`config.mk`:
```
export PLATFORM = sky130hd
export DESIGN_NAME = court_bounce
export DESIGN_NICKNAME = d
export VERILOG_FILES = /design/src/rtl/court_pkg.sv /design/src/rtl/bounce_reflect.sv /design/src/rtl/court_bounce.sv
export SDC_FILE = /design/constraint.sdc
export NUM_CORES = 1
export LEC_CHECK = 0
export CAP_MARGIN = 20
export CORE_MARGIN = 3
export CORE_UTILIZATION = 41
export DETAILED_ROUTE_END_ITERATION = 10
export HOLD_SLACK_MARGIN = 0.06
export PLACE_DENSITY = 0.7
export SLEW_MARGIN = 20
export SYNTH_ARGS = -nofsm -noshare
export SYNTH_HDL_FRONTEND = slang
export SYNTH_SLANG_ARGS = --single-unit
```
`constraint.sdc`:
```
create_clock -name clk -period 3.4 [get_ports clk]
set_input_delay 0.68 -clock clk [delete_from_list [all_inputs] [get_ports clk]]
set_output_delay 0.68 -clock clk [all_outputs]
set_load 0.05 [all_outputs]
```
`src/rtl/court_pkg.sv`:
```
// rtl/court_pkg.sv - shared constants and encodings for the court bounce resolver
// Purpose: default court geometry, net_case encodings, hit_mask bit indices and
//          reflect direction codes shared by court_bounce and bounce_reflect.
// Ports:   none (package).
package court_pkg;

  localparam int POS_W_D      = 11;
  localparam int VEL_W_D      = 10;
  localparam int X_MIN_D      = 38;
  localparam int X_MAX_D      = 592;
  localparam int Y_MIN_D      = 38;
  localparam int NET_L_D      = 285;
  localparam int NET_R_D      = 335;
  localparam int NET_EDGE_D   = 10;
  localparam int NET_TOP_D    = 270;
  localparam int MIN_SPEED_D  = 10;
  localparam int KICK_SPEED_D = 20;
  localparam int COOLDOWN_D   = 4;

  typedef enum logic [1:0] {
    NC_NONE  = 2'd0,
    NC_LEFT  = 2'd1,
    NC_RIGHT = 2'd2,
    NC_TOP   = 2'd3
  } net_case_e;

  localparam int HIT_LEFT  = 0;
  localparam int HIT_RIGHT = 1;
  localparam int HIT_CEIL  = 2;
  localparam int HIT_NET   = 3;

  // Reflect direction: DIR_POS forces motion toward +axis, DIR_NEG toward -axis.
  localparam logic DIR_POS = 1'b0;
  localparam logic DIR_NEG = 1'b1;

endpackage

```
`src/rtl/bounce_reflect.sv`:
```
// rtl/bounce_reflect.sv - combinational single-axis velocity reflection
// Purpose: reflects a signed velocity toward the direction selected by dir.
//          Slow velocities (|v| <= MIN_SPEED) are replaced by a KICK_SPEED kick;
//          negating the most-negative value saturates to the maximum positive.
// Ports:   v     in  VEL_W  signed velocity
//          dir   in  1      DIR_POS (rpos) or DIR_NEG (rneg)
//          v_out out VEL_W  reflected velocity
module bounce_reflect
  import court_pkg::*;
#(
  parameter int VEL_W      = VEL_W_D,
  parameter int MIN_SPEED  = MIN_SPEED_D,
  parameter int KICK_SPEED = KICK_SPEED_D
) (
  input  logic [VEL_W-1:0] v,
  input  logic             dir,
  output logic [VEL_W-1:0] v_out
);

  localparam logic signed [VEL_W-1:0] MIN_P    = VEL_W'(MIN_SPEED);
  localparam logic signed [VEL_W-1:0] MIN_N    = VEL_W'(-MIN_SPEED);
  localparam logic signed [VEL_W-1:0] KICK_P   = VEL_W'(KICK_SPEED);
  localparam logic signed [VEL_W-1:0] KICK_N   = VEL_W'(-KICK_SPEED);
  localparam logic signed [VEL_W-1:0] V_MOST_N = {1'b1, {(VEL_W-1){1'b0}}};
  localparam logic signed [VEL_W-1:0] V_MAX_P  = {1'b0, {(VEL_W-1){1'b1}}};

  logic signed [VEL_W-1:0] vs;
  logic signed [VEL_W-1:0] neg_v;
  logic                    slow;

  assign vs    = $signed(v);
  // Two's complement negation of the most-negative value wraps; clamp instead.
  assign neg_v = (vs == V_MOST_N) ? V_MAX_P : -vs;
  assign slow  = (vs >= MIN_N) && (vs <= MIN_P);

  always_comb begin
    v_out = v;
    if (dir == DIR_POS) begin
      if (slow)            v_out = KICK_P;
      else if (vs < MIN_N) v_out = neg_v;
    end else begin
      if (slow)            v_out = KICK_N;
      else if (vs > MIN_P) v_out = neg_v;
    end
  end

endmodule

```
`src/rtl/court_bounce.sv`:
```
// rtl/court_bounce.sv - wall, ceiling and net collision resolver for the ball
// Purpose: decodes contact zones from the ball position, reflects the velocity
//          with a minimum-speed kick, applies per-axis re-bounce cooldown and
//          registers the result behind a valid/ready handshake (latency 1).
// Ports:   clk, rst                      clock, synchronous active-high reset
//          in_valid/in_ready             input handshake
//          ball_pos_x/y, ball_v_x/y      signed ball state
//          out_valid/out_ready           output handshake
//          new_ball_v_x/y                resolved velocity
//          hit_mask                      {net,ceiling,right,left} applied contacts
//          net_case                      0 none, 1 left face, 2 right face, 3 top
module court_bounce
  import court_pkg::*;
#(
  parameter int POS_W      = POS_W_D,
  parameter int VEL_W      = VEL_W_D,
  parameter int X_MIN      = X_MIN_D,
  parameter int X_MAX      = X_MAX_D,
  parameter int Y_MIN      = Y_MIN_D,
  parameter int NET_L      = NET_L_D,
  parameter int NET_R      = NET_R_D,
  parameter int NET_EDGE   = NET_EDGE_D,
  parameter int NET_TOP    = NET_TOP_D,
  parameter int MIN_SPEED  = MIN_SPEED_D,
  parameter int KICK_SPEED = KICK_SPEED_D,
  parameter int COOLDOWN   = COOLDOWN_D
) (
  input  logic             clk,
  input  logic             rst,
  input  logic             in_valid,
  output logic             in_ready,
  input  logic [POS_W-1:0] ball_pos_x,
  input  logic [POS_W-1:0] ball_pos_y,
  input  logic [VEL_W-1:0] ball_v_x,
  input  logic [VEL_W-1:0] ball_v_y,
  output logic             out_valid,
  input  logic             out_ready,
  output logic [VEL_W-1:0] new_ball_v_x,
  output logic [VEL_W-1:0] new_ball_v_y,
  output logic [3:0]       hit_mask,
  output logic [1:0]       net_case
);

  localparam int CW = (COOLDOWN > 0) ? $clog2(COOLDOWN + 1) : 1;
  localparam logic [CW-1:0] COOL_LD = CW'(COOLDOWN);

  localparam logic signed [POS_W-1:0] X_MIN_S   = POS_W'(X_MIN);
  localparam logic signed [POS_W-1:0] X_MAX_S   = POS_W'(X_MAX);
  localparam logic signed [POS_W-1:0] Y_MIN_S   = POS_W'(Y_MIN);
  localparam logic signed [POS_W-1:0] NET_L_S   = POS_W'(NET_L);
  localparam logic signed [POS_W-1:0] NET_R_S   = POS_W'(NET_R);
  localparam logic signed [POS_W-1:0] NET_LI_S  = POS_W'(NET_L + NET_EDGE);
  localparam logic signed [POS_W-1:0] NET_RI_S  = POS_W'(NET_R - NET_EDGE);
  localparam logic signed [POS_W-1:0] NET_TOP_S = POS_W'(NET_TOP);

  logic signed [POS_W-1:0] px, py;
  logic hit_left, hit_right, wall_x, net_zone_y, face_l, face_r;
  logic hit_ceil, net_top, x_contact, y_contact;
  logic x_live, y_live, x_apply, y_apply, accept;
  logic dir_x, dir_y;
  logic [VEL_W-1:0] rx, ry, nvx, nvy;
  logic [3:0]       hm_d;
  net_case_e        nc_d;
  logic [CW-1:0]    cool_x, cool_y, cool_x_d, cool_y_d;

  assign px = $signed(ball_pos_x);
  assign py = $signed(ball_pos_y);

  // Zone decode, first match wins on x: walls shadow the net faces.
  assign hit_left   = (px <= X_MIN_S);
  assign hit_right  = !hit_left && (px >= X_MAX_S);
  assign wall_x     = hit_left || hit_right;
  assign net_zone_y = (py >= NET_TOP_S);
  assign face_l     = !wall_x && net_zone_y && (px >= NET_L_S) && (px <= NET_LI_S);
  assign face_r     = !wall_x && net_zone_y && !face_l && (px >= NET_RI_S) && (px <= NET_R_S);
  assign hit_ceil   = (py <= Y_MIN_S);
  assign net_top    = !hit_ceil && !wall_x && !face_l && !face_r && net_zone_y &&
                      (px > NET_LI_S) && (px < NET_RI_S);
  assign x_contact  = wall_x || face_l || face_r;
  assign y_contact  = hit_ceil || net_top;

  // A non-zero cooldown masks contact on that axis entirely.
  assign x_live  = (cool_x == '0);
  assign y_live  = (cool_y == '0);
  assign x_apply = x_contact && x_live;
  assign y_apply = y_contact && y_live;

  assign dir_x = (hit_left || face_r) ? DIR_POS : DIR_NEG;
  assign dir_y = hit_ceil ? DIR_POS : DIR_NEG;

  bounce_reflect #(.VEL_W(VEL_W), .MIN_SPEED(MIN_SPEED), .KICK_SPEED(KICK_SPEED)) u_reflect_x (
    .v     (ball_v_x),
    .dir   (dir_x),
    .v_out (rx)
  );

  bounce_reflect #(.VEL_W(VEL_W), .MIN_SPEED(MIN_SPEED), .KICK_SPEED(KICK_SPEED)) u_reflect_y (
    .v     (ball_v_y),
    .dir   (dir_y),
    .v_out (ry)
  );

  assign nvx = x_apply ? rx : ball_v_x;
  assign nvy = y_apply ? ry : ball_v_y;

  always_comb begin
    hm_d           = '0;
    hm_d[HIT_LEFT]  = hit_left && x_live;
    hm_d[HIT_RIGHT] = hit_right && x_live;
    hm_d[HIT_CEIL]  = hit_ceil && y_live;
    hm_d[HIT_NET]   = ((face_l || face_r) && x_live) || (net_top && y_live);
  end

  always_comb begin
    nc_d = NC_NONE;
    if (face_l && x_live)       nc_d = NC_LEFT;
    else if (face_r && x_live)  nc_d = NC_RIGHT;
    else if (net_top && y_live) nc_d = NC_TOP;
  end

  always_comb begin
    cool_x_d = '0;
    cool_y_d = '0;
    if (!x_live)      cool_x_d = cool_x - CW'(1);
    else if (x_apply) cool_x_d = COOL_LD;
    if (!y_live)      cool_y_d = cool_y - CW'(1);
    else if (y_apply) cool_y_d = COOL_LD;
  end

  assign in_ready = !out_valid || out_ready;
  assign accept   = in_valid && in_ready;

  always_ff @(posedge clk) begin
    if (rst) begin
      out_valid    <= 1'b0;
      new_ball_v_x <= '0;
      new_ball_v_y <= '0;
      hit_mask     <= '0;
      net_case     <= '0;
      cool_x       <= '0;
      cool_y       <= '0;
    end else if (accept) begin
      out_valid    <= 1'b1;
      new_ball_v_x <= nvx;
      new_ball_v_y <= nvy;
      hit_mask     <= hm_d;
      net_case     <= nc_d;
      cool_x       <= cool_x_d;
      cool_y       <= cool_y_d;
    end else if (out_ready) begin
      out_valid <= 1'b0;
    end
  end

endmodule

```
Yosys cells after proc, flatten, opt, wreduce, memory -nomap -nowiden
Index checks and enable logic that the tools add are counted.

operators by class
  $add $sub $neg = 4
  $lt $le $gt $ge = 18
  eq/ne operators = 2
  muxes and demuxes = 23
  reduce and logical (&&, ||, !) cells = 42

operators with widths
  kind                                                                 count
  two-way mux 10 bit                                                   14
  greater-or-equal comparator 11 x 10 -> 1 bit, second input constant  3
  logical AND 1 bit                                                    25
  <= comparator 11 x 10 -> 1 bit, second input constant                2
  <= comparator 11 x 7 -> 1 bit, second input constant                 2
  equality test 10 bit, second input constant                          2
  greater-or-equal comparator 10 x 5 -> 1 bit, second input constant   2
  > comparator 10 x 5 -> 1 bit, second input constant                  2
  <= comparator 10 x 5 -> 1 bit, second input constant                 2
  < comparator 10 x 5 -> 1 bit, second input constant                  2
  negator 10 bit                                                       2
  two-way mux 3 bit                                                    4
  greater-or-equal comparator 11 bit, second input constant            1
  > comparator 11 x 10 -> 1 bit, second input constant                 1
  < comparator 11 x 10 -> 1 bit, second input constant                 1
  logical OR 1 bit                                                     8
  logical NOT 1 bit                                                    6
  logical NOT 3 bit                                                    2
  two-way mux 2 bit                                                    3
  subtractor 3 x 1 -> 3 bit, second input constant                     2
  two-way mux 1 bit                                                    2
  nonzero test 2 bit                                                   1

storage, ports and cells
  bits in registers = 33
  bits of input ports = 46
  output and inout bits = 28
  logic and storage cells = 96

Logic depth before layout (Yosys ltp)
Gate-level depths: netlist of run 1.

  depth in word-level cells = 21
  mapped depth = 10
  depth with buffers taken out = 9

By module
A second synthesis of run 1 with hierarchy kept.

second synthesis, totals
  cells, all modules = 424
  area total of the unflattened synthesis = 3184.3 um^2

by module, submodules not included
  module          times used  cells an instance  area an instance (um^2)  sequential area each (um^2)
  court_bounce    1           236                1930.6                   660.6
  bounce_reflect  2           94                 626.9                    0.0

Worst setup path before layout of run 1
No wires, ideal clock.

  path kind = input to register
  start = input port ball_pos_x[9]
  end = register new_ball_v_y[4]
  library setup time = 0.103 ns
  data arrival time = 2.672 ns
  required time = 3.297 ns
  slack = 0.625 ns
  cell stages on the path = 9
  buffers on the path = 2
  cells stage by stage = buf_6 or4b_4 a21o_1 a221o_1 o21ai_4 and2_4 buf_6 a21oi_2 a2111oi_2

between the ends
  longest elaborated chain between the ends = 20
  elaborated cells on any way between the ends = 29
  those cells by class = 8 x order compare; 1 x mux; 20 x reduce/logical

RTL lines
  item                            RTL line                                                    RTL
  start, declared                 court_bounce.sv:32                                          input logic [POS_W-1:0] ball_pos_x,
  <= comparator 11 x 7 -> 1 bit   court_bounce.sv:70                                          assign hit_left = (px <= X_MIN_S);
  logical NOT 1 bit               court_bounce.sv:71                                          assign hit_right = !hit_left && (px >= X_MAX_S);
  logical AND 1 bit               court_bounce.sv:71
  logical OR 1 bit                court_bounce.sv:72                                          assign wall_x = hit_left || hit_right;
  logical NOT 1 bit               court_bounce.sv:74, court_bounce.sv:75, court_bounce.sv:77
  logical AND 1 bit               court_bounce.sv:74, court_bounce.sv:75
  logical AND 1 bit (2 in a row)  court_bounce.sv:74                                          assign face_l = !wall_x && net_zone_y && (px >= NET_L_S) && (px <= NET_LI_S);
  logical NOT 1 bit               court_bounce.sv:75, court_bounce.sv:77
  logical AND 1 bit (3 in a row)  court_bounce.sv:75                                          assign face_r = !wall_x && net_zone_y && !face_l && (px >= NET_RI_S) && (px <= NET_R_S);
  logical NOT 1 bit               court_bounce.sv:77                                          assign net_top = !hit_ceil && !wall_x && !face_l && !face_r && net_zone_y &&
  logical AND 1 bit (3 in a row)  court_bounce.sv:77
  logical AND 1 bit *             court_bounce.sv:78                                          (px > NET_LI_S) && (px < NET_RI_S);
  logical OR 1 bit *              court_bounce.sv:80                                          assign y_contact = hit_ceil || net_top;
  logical AND 1 bit *             court_bounce.sv:86                                          assign y_apply = y_contact && y_live;
  two-way mux 10 bit *            court_bounce.sv:104                                         assign nvy = y_apply ? ry : ball_v_y;
  end signal, assigned            court_bounce.sv:145                                         new_ball_v_y <= nvy;
  end, declared                   court_bounce.sv:39                                          output logic [VEL_W-1:0] new_ball_v_y,

Mark *: on every way between the ends. The rest lies on a longest branch, timed or not.
A chain may end at the register's enable or synchronous reset.

Final worst setup path of run 1
  start = input port ball_pos_x[5]
  end = register new_ball_v_x[3]

between the ends
  longest elaborated chain between the ends = 15
  elaborated cells on any way between the ends = 23
  those cells by class = 6 x order compare; 2 x mux; 15 x reduce/logical

RTL lines
  item                                                            RTL line                                  RTL
  <= comparator 11 x 7 -> 1 bit                                   court_bounce.sv:70
  logical NOT 1 bit                                               court_bounce.sv:71
  logical AND 1 bit                                               court_bounce.sv:71
  logical OR 1 bit                                                court_bounce.sv:72
  logical NOT 1 bit                                               court_bounce.sv:74, court_bounce.sv:75
  logical AND 1 bit                                               court_bounce.sv:74, court_bounce.sv:75
  logical AND 1 bit (2 in a row)                                  court_bounce.sv:74
  logical NOT 1 bit                                               court_bounce.sv:75
  logical AND 1 bit (3 in a row)                                  court_bounce.sv:75
  logical OR 1 bit, on equally long branches                      court_bounce.sv:88, court_bounce.sv:79
  two-way mux 10 bit / logical AND 1 bit (equally long branches)  bounce_reflect.sv:38, court_bounce.sv:85
  two-way mux 10 bit *                                            court_bounce.sv:103                       assign nvx = x_apply ? rx : ball_v_x;
  end signal, assigned                                            court_bounce.sv:144                       new_ball_v_x <= nvx;
  end, declared                                                   court_bounce.sv:38                        output logic [VEL_W-1:0] new_ball_v_x,

Marked as above.

==> results.md, run 1 <==
* Status: complete, no violations
* TritonRoute pass-1 iters at 4
* Seq cells post-synth at 33
* Slew HR at 54.84%
* Final worst-path cycle share at 89.87%
* Total CTS buffers at 5
* Most crowded layer after global routing: met2
* Port-buffer cells at 73
* Cell Pwr Density at 345.8 mW/mm^2
* Crit. End Element: flip-flop
* Critical Path Start Type: primary input
* Row count at 29
* Placed cell count at between 500 and 600
* Chip height at 87.45 microns
* Fin Clk Skew at 8.448 ps
* Post-DP Area at 0.003657 sq mm
* Worst EP arrival at 3250 ps
* Critical Path, Cell by Cell: clkdlybuf4s50_1 -> nand4_1 -> and4_1 -> or4_1 -> o2bb2ai_1 -> nand2b_2 -> a31o_2 -> a32o_1
* Layout Nets at 512
* WL/cell at 15.61 microns
* Die width at 87.45 microns
* Via count at 3244
* TritonCTS clock tree: yes
* CTS hold repair buffers at 0
* Post-synth cell types at 63
* Worst-Skew Late Latency at about 300 ps
* Req. time, crit path at 3590 ps
* Max Buffers Root-to-Sink at 2
* Layout cells sized above 1 at 10.63%
* Largest net degree at the start of global routing at 27
* CP max FO at 15
* Max Cap Violations at 0
* Final Hold Viols at 0
* CP top delay family: simple AND/OR/NAND/NOR gates
* RSZ-0062 raised after global routing: false
* Routed WL at roughly 8400 microns
* Placer Congestion at 0.9160
* Hpwl dp at 6477 microns
* Synth-to-Final Area Change at 38.18%
* DR iter-0 viols at 153
* Post-CTS Setup Repair Bufs at 0
* Non-filler cells, final at 538
* Htree depth at 2
* Die area at 0.007648 sq mm
* Post-synth top area cell: dfxtp_1
* Synthesized area per cell at 7.312 sq um
* Buf/Inv on CP at 1
* Global Route met3 Usage at ~2.9%
* Final setup fails at 0
* N_diodes at 0
* Syn nets at 424
* Synth warn at 0
* Vias in the first global route at 3069
* Worst-case vdd ir drop at 0.0001910 V
* Root buf cell: clkbuf_8
* Slowest CP cell: clkdlybuf4s50_1
* Initial antenna violation count at 0
* Sequential cell area fraction in the yosys report at 24.29%
* Dominant cells by area after synthesis: dfxtp_1 24%, nor2_1 5.7%, a21oi_1 5.5%
* Post-route design area at 0.003759 sq mm
* CP Class: primary input to flip-flop
* Final Max Tran Viols at 0
* Worst-Margin Slew at 675.0 ps
* Synth top area share at 24.29%
* Global Route met2 Usage at about 39%
* Syn Inst Count at 372
* Core area at between 0.006 and 0.007 sq mm
* Max incr delay on CP at 590 ps
* Starting density of the core at a little over two fifths
* Ys flop type: dfxtp_1
* Vias per inst at 6.030
* Lkg Pwr at 1.357 nW
* Number of flops mapped to enable cells by yosys at 0
* # DRC at 0
* FMAX at roughly 0.33 GHz
* GRT Total Usage at 22.25%
* Clock Pin Slew Worst Setup and Hold Paths at 70 ps
* Antenna Nets Post-Route at 0
* GRT overflow at 0
* Post-CTS resize count at 0
* I/O pin cnt at 74
* First-pass GRT wire length at 13890 microns
* Final TNS setup at 0 ps
* Worst hold-check path type: flip-flop to flip-flop
* Met1 usage at between 20% and 30%
* Clk sink count at 33
* Asr flop ratio synth at 0%
* Synthesized area at 0.002720 sq mm
* Min Tclk post-route at 3055 ps
worst paths after layout:
path              slack (ps)  depth (start not counted)            start         endpoint
setup / recovery         340                          8    ball_pos_x[5]  new_ball_v_x[3]
hold / removal           450                          2  new_ball_v_y[6]  new_ball_v_y[6]
setup reg to reg        1180                          7        cool_x[0]  new_ball_v_x[7]
hold reg to reg          450                          2  new_ball_v_y[6]  new_ball_v_y[6]
logic make-up after synthesis:
logic type / synth area share [%]
and+or+nand+nor: 28.11
AOI/OAI and AO/OA: 38.04
DFF: 24.29
buffers and inverters: 5.198
adders and majority gates: 2.760
xor gates and xnor gates: 1.610
cell usage in the layout, fill, tap and decap left out, drive strengths merged, types with 4 or more instances in the layout:
master,instances
a211o,4
or4,7
o211ai,6
nor3,17
nand2,34
xnor2,5
clkdlybuf4s50,73
dfxtp,33
inv,11
nor2,41
o22ai,5
ha,6
a21oi,31
nor3b,4
o21ai,31
nand2b,6
a31oi,6
nand4,7
a211oi,5
buf,28
a21o,5
o31ai,4
clkbuf,7
a32o,5
nand3,8
and2,4
o21a,5
where the power goes:
group / internal, mW / switching (mW) / leakage, nW
clock network: 0.183 / 0.158 / 0.0542
registers: 0.419 / 0.0190 / 0.272
logic: 0.214 / 0.306 / 1.03
cells in the mapped netlist (all sizes together) (5+ instances only):
library cell / instances
nand2b: 6
a32o: 5
nand2: 34
dfxtp: 33
buf: 5
a211oi: 5
o21a: 5
nor2: 41
a31oi: 6
nand3: 8
o22ai: 5
or4: 7
a21o: 5
o21ai: 31
o211ai: 6
nand4: 7
nor3: 17
clkbuf: 15
inv: 11
ha: 6
a21oi: 31
xnor2: 5
metal layers:
metal	up-vias	wire [microns]
li1	1611	-
met1	1496	3673
met2	126	4060
met3	11	550
met4	0	116
met5	-	0
flip-flops by register name, indices dropped and copies added (netlist names):
signal / count
new_ball_v_y: 10
cool_x: 3
net_case: 2
new_ball_v_x: 10
out_valid: 1
hit_mask: 4
cool_y: 3
stage by stage:
step / power (mW) / util, % / hold slack, ps / setup WS [ps]
after detailed placement: 0.9636 / 57.27 / 446.2 / 65.77
final: 1.300 / 58.86 / 454.4 / 344.6
after global placement: 0.9603 / 57.27 / 438.4 / 117.7
after floorplan: 0.7683 / - / 463.2 / 624.7
after global routing: 1.369 / 58.86 / 486.1 / 148.1
after CTS: 1.303 / 58.86 / 461.2 / 361.5
worst register-to-register path, stage by stage, from the launching register on:
cell	delay, ps
dfxtp_1	340
nor2_1	110
ha_1	270
nand4_1	220
or3b_1	470
nand2b_2	260
o21ai_0	170
a32o_1	280
layout make-up:
| cell class | instances | area [sq um] |
|---|---|---|
| sequential | 33 | 660.6 |
| multi-input combinational | 308 | 1918 |
| clock buffer | 7 | 96.34 |
| timing repair buffer | 101 | 940.9 |
| inverter | 11 | 41.29 |
| clock inverter | 1 | 5.005 |
| tap | 77 | 96.34 |
| fill | 628 | 2628 |
Note: power is estimated with default switching activity, not from simulation.
==> run 2, diff against run 1 <==
--- a/config.mk
+++ b/config.mk
@@ -5,13 +5,14 @@
 export SDC_FILE = /design/constraint.sdc
 export NUM_CORES = 1
 export LEC_CHECK = 0
+export ABC_AREA = 0
+export ABC_CLOCK_PERIOD_IN_PS = 3400
 export CAP_MARGIN = 20
 export CORE_MARGIN = 3
 export CORE_UTILIZATION = 41
 export DETAILED_ROUTE_END_ITERATION = 10
 export HOLD_SLACK_MARGIN = 0.06
 export PLACE_DENSITY = 0.7
-export SLEW_MARGIN = 20
 export SYNTH_ARGS = -nofsm -noshare
 export SYNTH_HDL_FRONTEND = slang
 export SYNTH_SLANG_ARGS = --single-unit
==> results of run 2 <==
Final layout, timing and power as in run 1 (identical DEF).
==> run 3, diff against run 2 <==
--- a/config.mk
+++ b/config.mk
@@ -12,7 +12,8 @@
 export CORE_UTILIZATION = 41
 export DETAILED_ROUTE_END_ITERATION = 10
 export HOLD_SLACK_MARGIN = 0.06
-export PLACE_DENSITY = 0.7
+export PLACE_DENSITY = 0.8
+export REMOVE_ABC_BUFFERS = 1
 export SYNTH_ARGS = -nofsm -noshare
 export SYNTH_HDL_FRONTEND = slang
 export SYNTH_SLANG_ARGS = --single-unit
==> results.md, run 3 (same netlist as run 1, synthesis figures left out) <==
* Clk sink count at 33
* CTS hold repair buffers at 0
* Row count at 29
* Final Max Tran Viols at 0
* Logic pwr share at 40.8%
* Vias per inst at around 6
* Synth-to-Final Area Change at 38.73%
* Lkg Pwr at 1.367 nW
* Die area at roughly 0.0076 sq mm
* N_diodes at 0
* GRT Total Usage at 22.70%
* Starting density of the core at a little over two fifths
* Largest net degree at the start of global routing at 27
* Post-CTS resize count at 0
* Hold Path Sink: hit_mask[0]
* WL/cell at about 16 microns
* Vias in the first global route at 3066
* Fillers at 595
* CP Class: primary input to flip-flop
* Sw power at 0.4747 mW
* Total CTS buffers at 5
* FMAX at 0.3220 GHz
* Routed WL at 8645 microns
* Largest regs: new_ball_v_x: 10 flops, new_ball_v_y: 10 flops, hit_mask: 4 flops
* Via count at 3326
* Root buf cell: clkbuf_8
* TritonCTS clock tree: yes
* Fin Clk Skew at ~4.8 ps
* Status: complete, no violations
* Switching Fraction at a little under two fifths
* Worst-Skew Late Latency at 280 ps
* Final core utilization at 59.09%
* RSZ-0062 raised after global routing: false
* Most common cell after layout, fill and taps aside: clkdlybuf4s50_1
* R2R Path End: new_ball_v_x[3]
* TritonRoute pass-1 iters at 6
* Cell Pwr Density at 342.6 mW/mm^2
* Worst-case vdd ir drop at roughly 0.00027 V
* R2R Setup Slk at about 1200 ps
* Slew HR at between 50% and 60%
* Max Cap Violations at 0
* Htree depth at 2
* Worst-Margin Slew at 632.6 ps
* Antenna Nets Post-Route at 0
* Worst EP arrival at around 3300 ps
* Final TNS setup at 0 ps
* R2R Path Start: cool_x[0]
* Crit. End Element: flip-flop
* Min Tclk post-route at 3106 ps
* Die width at 87.45 microns
* Worst Reg-to-Reg Cells at 7
* Port-buffer cells at 73
* # DRC at 0
* Most frequent cells in the layout: 73 x clkdlybuf4s50_1, 41 x nor2_1, 34 x nand2_1, 33 x dfxtp_1
* Final worst-path cycle share at 91.35%
* Number of cells on the worst hold path at 2
* Critical Path Start Type: primary input
* First-pass GRT wire length at around 14000 microns
* Initial antenna violation count at 0
* Core area at between 0.006 and 0.007 sq mm
* Final Hold Viols at 0
* Final setup fails at 0
* Placer Congestion at between 0.9 and 1
* Sequential power share at 34.0%
* Worst hold-check path type: flip-flop to flip-flop
* Hpwl dp at 6652 microns
* Critical hold path startpoint: hit_mask[0]
* Max Buffers Root-to-Sink at 2
* GRT overflow at 0
* I/O pin cnt at 74
* Pint at 0.8181 mW
* Clock Pin Slew Worst Setup and Hold Paths at roughly 70 ps
* Post-CTS Setup Repair Bufs at 0
* DR iter-0 viols at 389
* CP max FO at 8
* Layout Nets at 514
* Req. time, crit path at 3590 ps
* Clock power share at 25.2%
* Layout cells sized above 1 at 11.02%
* Chip height at 87.45 microns
## run 3: how the worst max path moves through the flow
stage / slack, ps / start / endpoint
floorplan: 640 / ball_pos_x[10] / new_ball_v_x[4]
global placement: 120 / ball_pos_x[5] / new_ball_v_x[3]
detailed placement: 50 / ball_pos_x[5] / new_ball_v_x[5]
CTS: 340 / ball_pos_x[5] / new_ball_v_x[5]
global route: 170 / ball_pos_x[5] / new_ball_v_x[5]
finish: 290 / ball_pos_x[5] / new_ball_v_x[5]
## run 3: per-stage QoR
step                      total power [mW]  setup WS [ps]  cell area [sq um]  instances  hold slack (ps)
after global placement              0.9618          115.6               3672        532            442.6
after detailed placement            0.9670          51.71               3672        532            446.8
after global routing                 1.359          171.1               3774        540            474.6
after CTS                            1.293          338.2               3774        540            456.2
after floorplan                     0.7433          642.1               2620        352            457.1
final                                1.293          294.1               3774        540            456.1
## run 3: metal layers
metal / part of all wire (%) / track usage (%) / wire length [microns] / vias to the layer above
li1: - / - / - / 1612
met1: 43 / 31.05 / 3698 / 1527
met2: 47 / 37.26 / 4064 / 175
met3: 9.2 / 3.879 / 795 / 12
met4: 1.0 / 4.881 / 87 / 0
met5: 0 / 0 / 0 / -
## run 3: layout make-up
type / instances / area [sq um] / share of cell area [%]
multi-input cells: 308 / 1918 / 50.83
inverters: 11 / 41.29 / 1.094
flip-flops and latches: 33 / 660.6 / 17.51
clock buffers: 7 / 96.34 / 2.553
clock inverters: 1 / 5.005 / 0.1326
well taps: 77 / 96.34 / 2.553
repair buffers: 103 / 955.9 / 25.33
## run 3: critical path, stage by stage
cell and delay (ps):
clkdlybuf4s50_1 520, or3_1 430, and4_1 220, a2111o_1 440, and2_1 220, buf_4 190
o22ai_1 180, o2111ai_1 140, a311oi_1 280
## run 3: power by group through the flow
stage	Combinational, mW	Clock (mW)	Sequential (mW)
2_1_floorplan	0.207	0	0.537
3_3_place_gp	0.514	0	0.447
3_5_place_dp	0.519	0	0.448
4_1_cts	0.522	0.331	0.439
5_1_grt	0.569	0.347	0.443
6_report	0.527	0.326	0.439
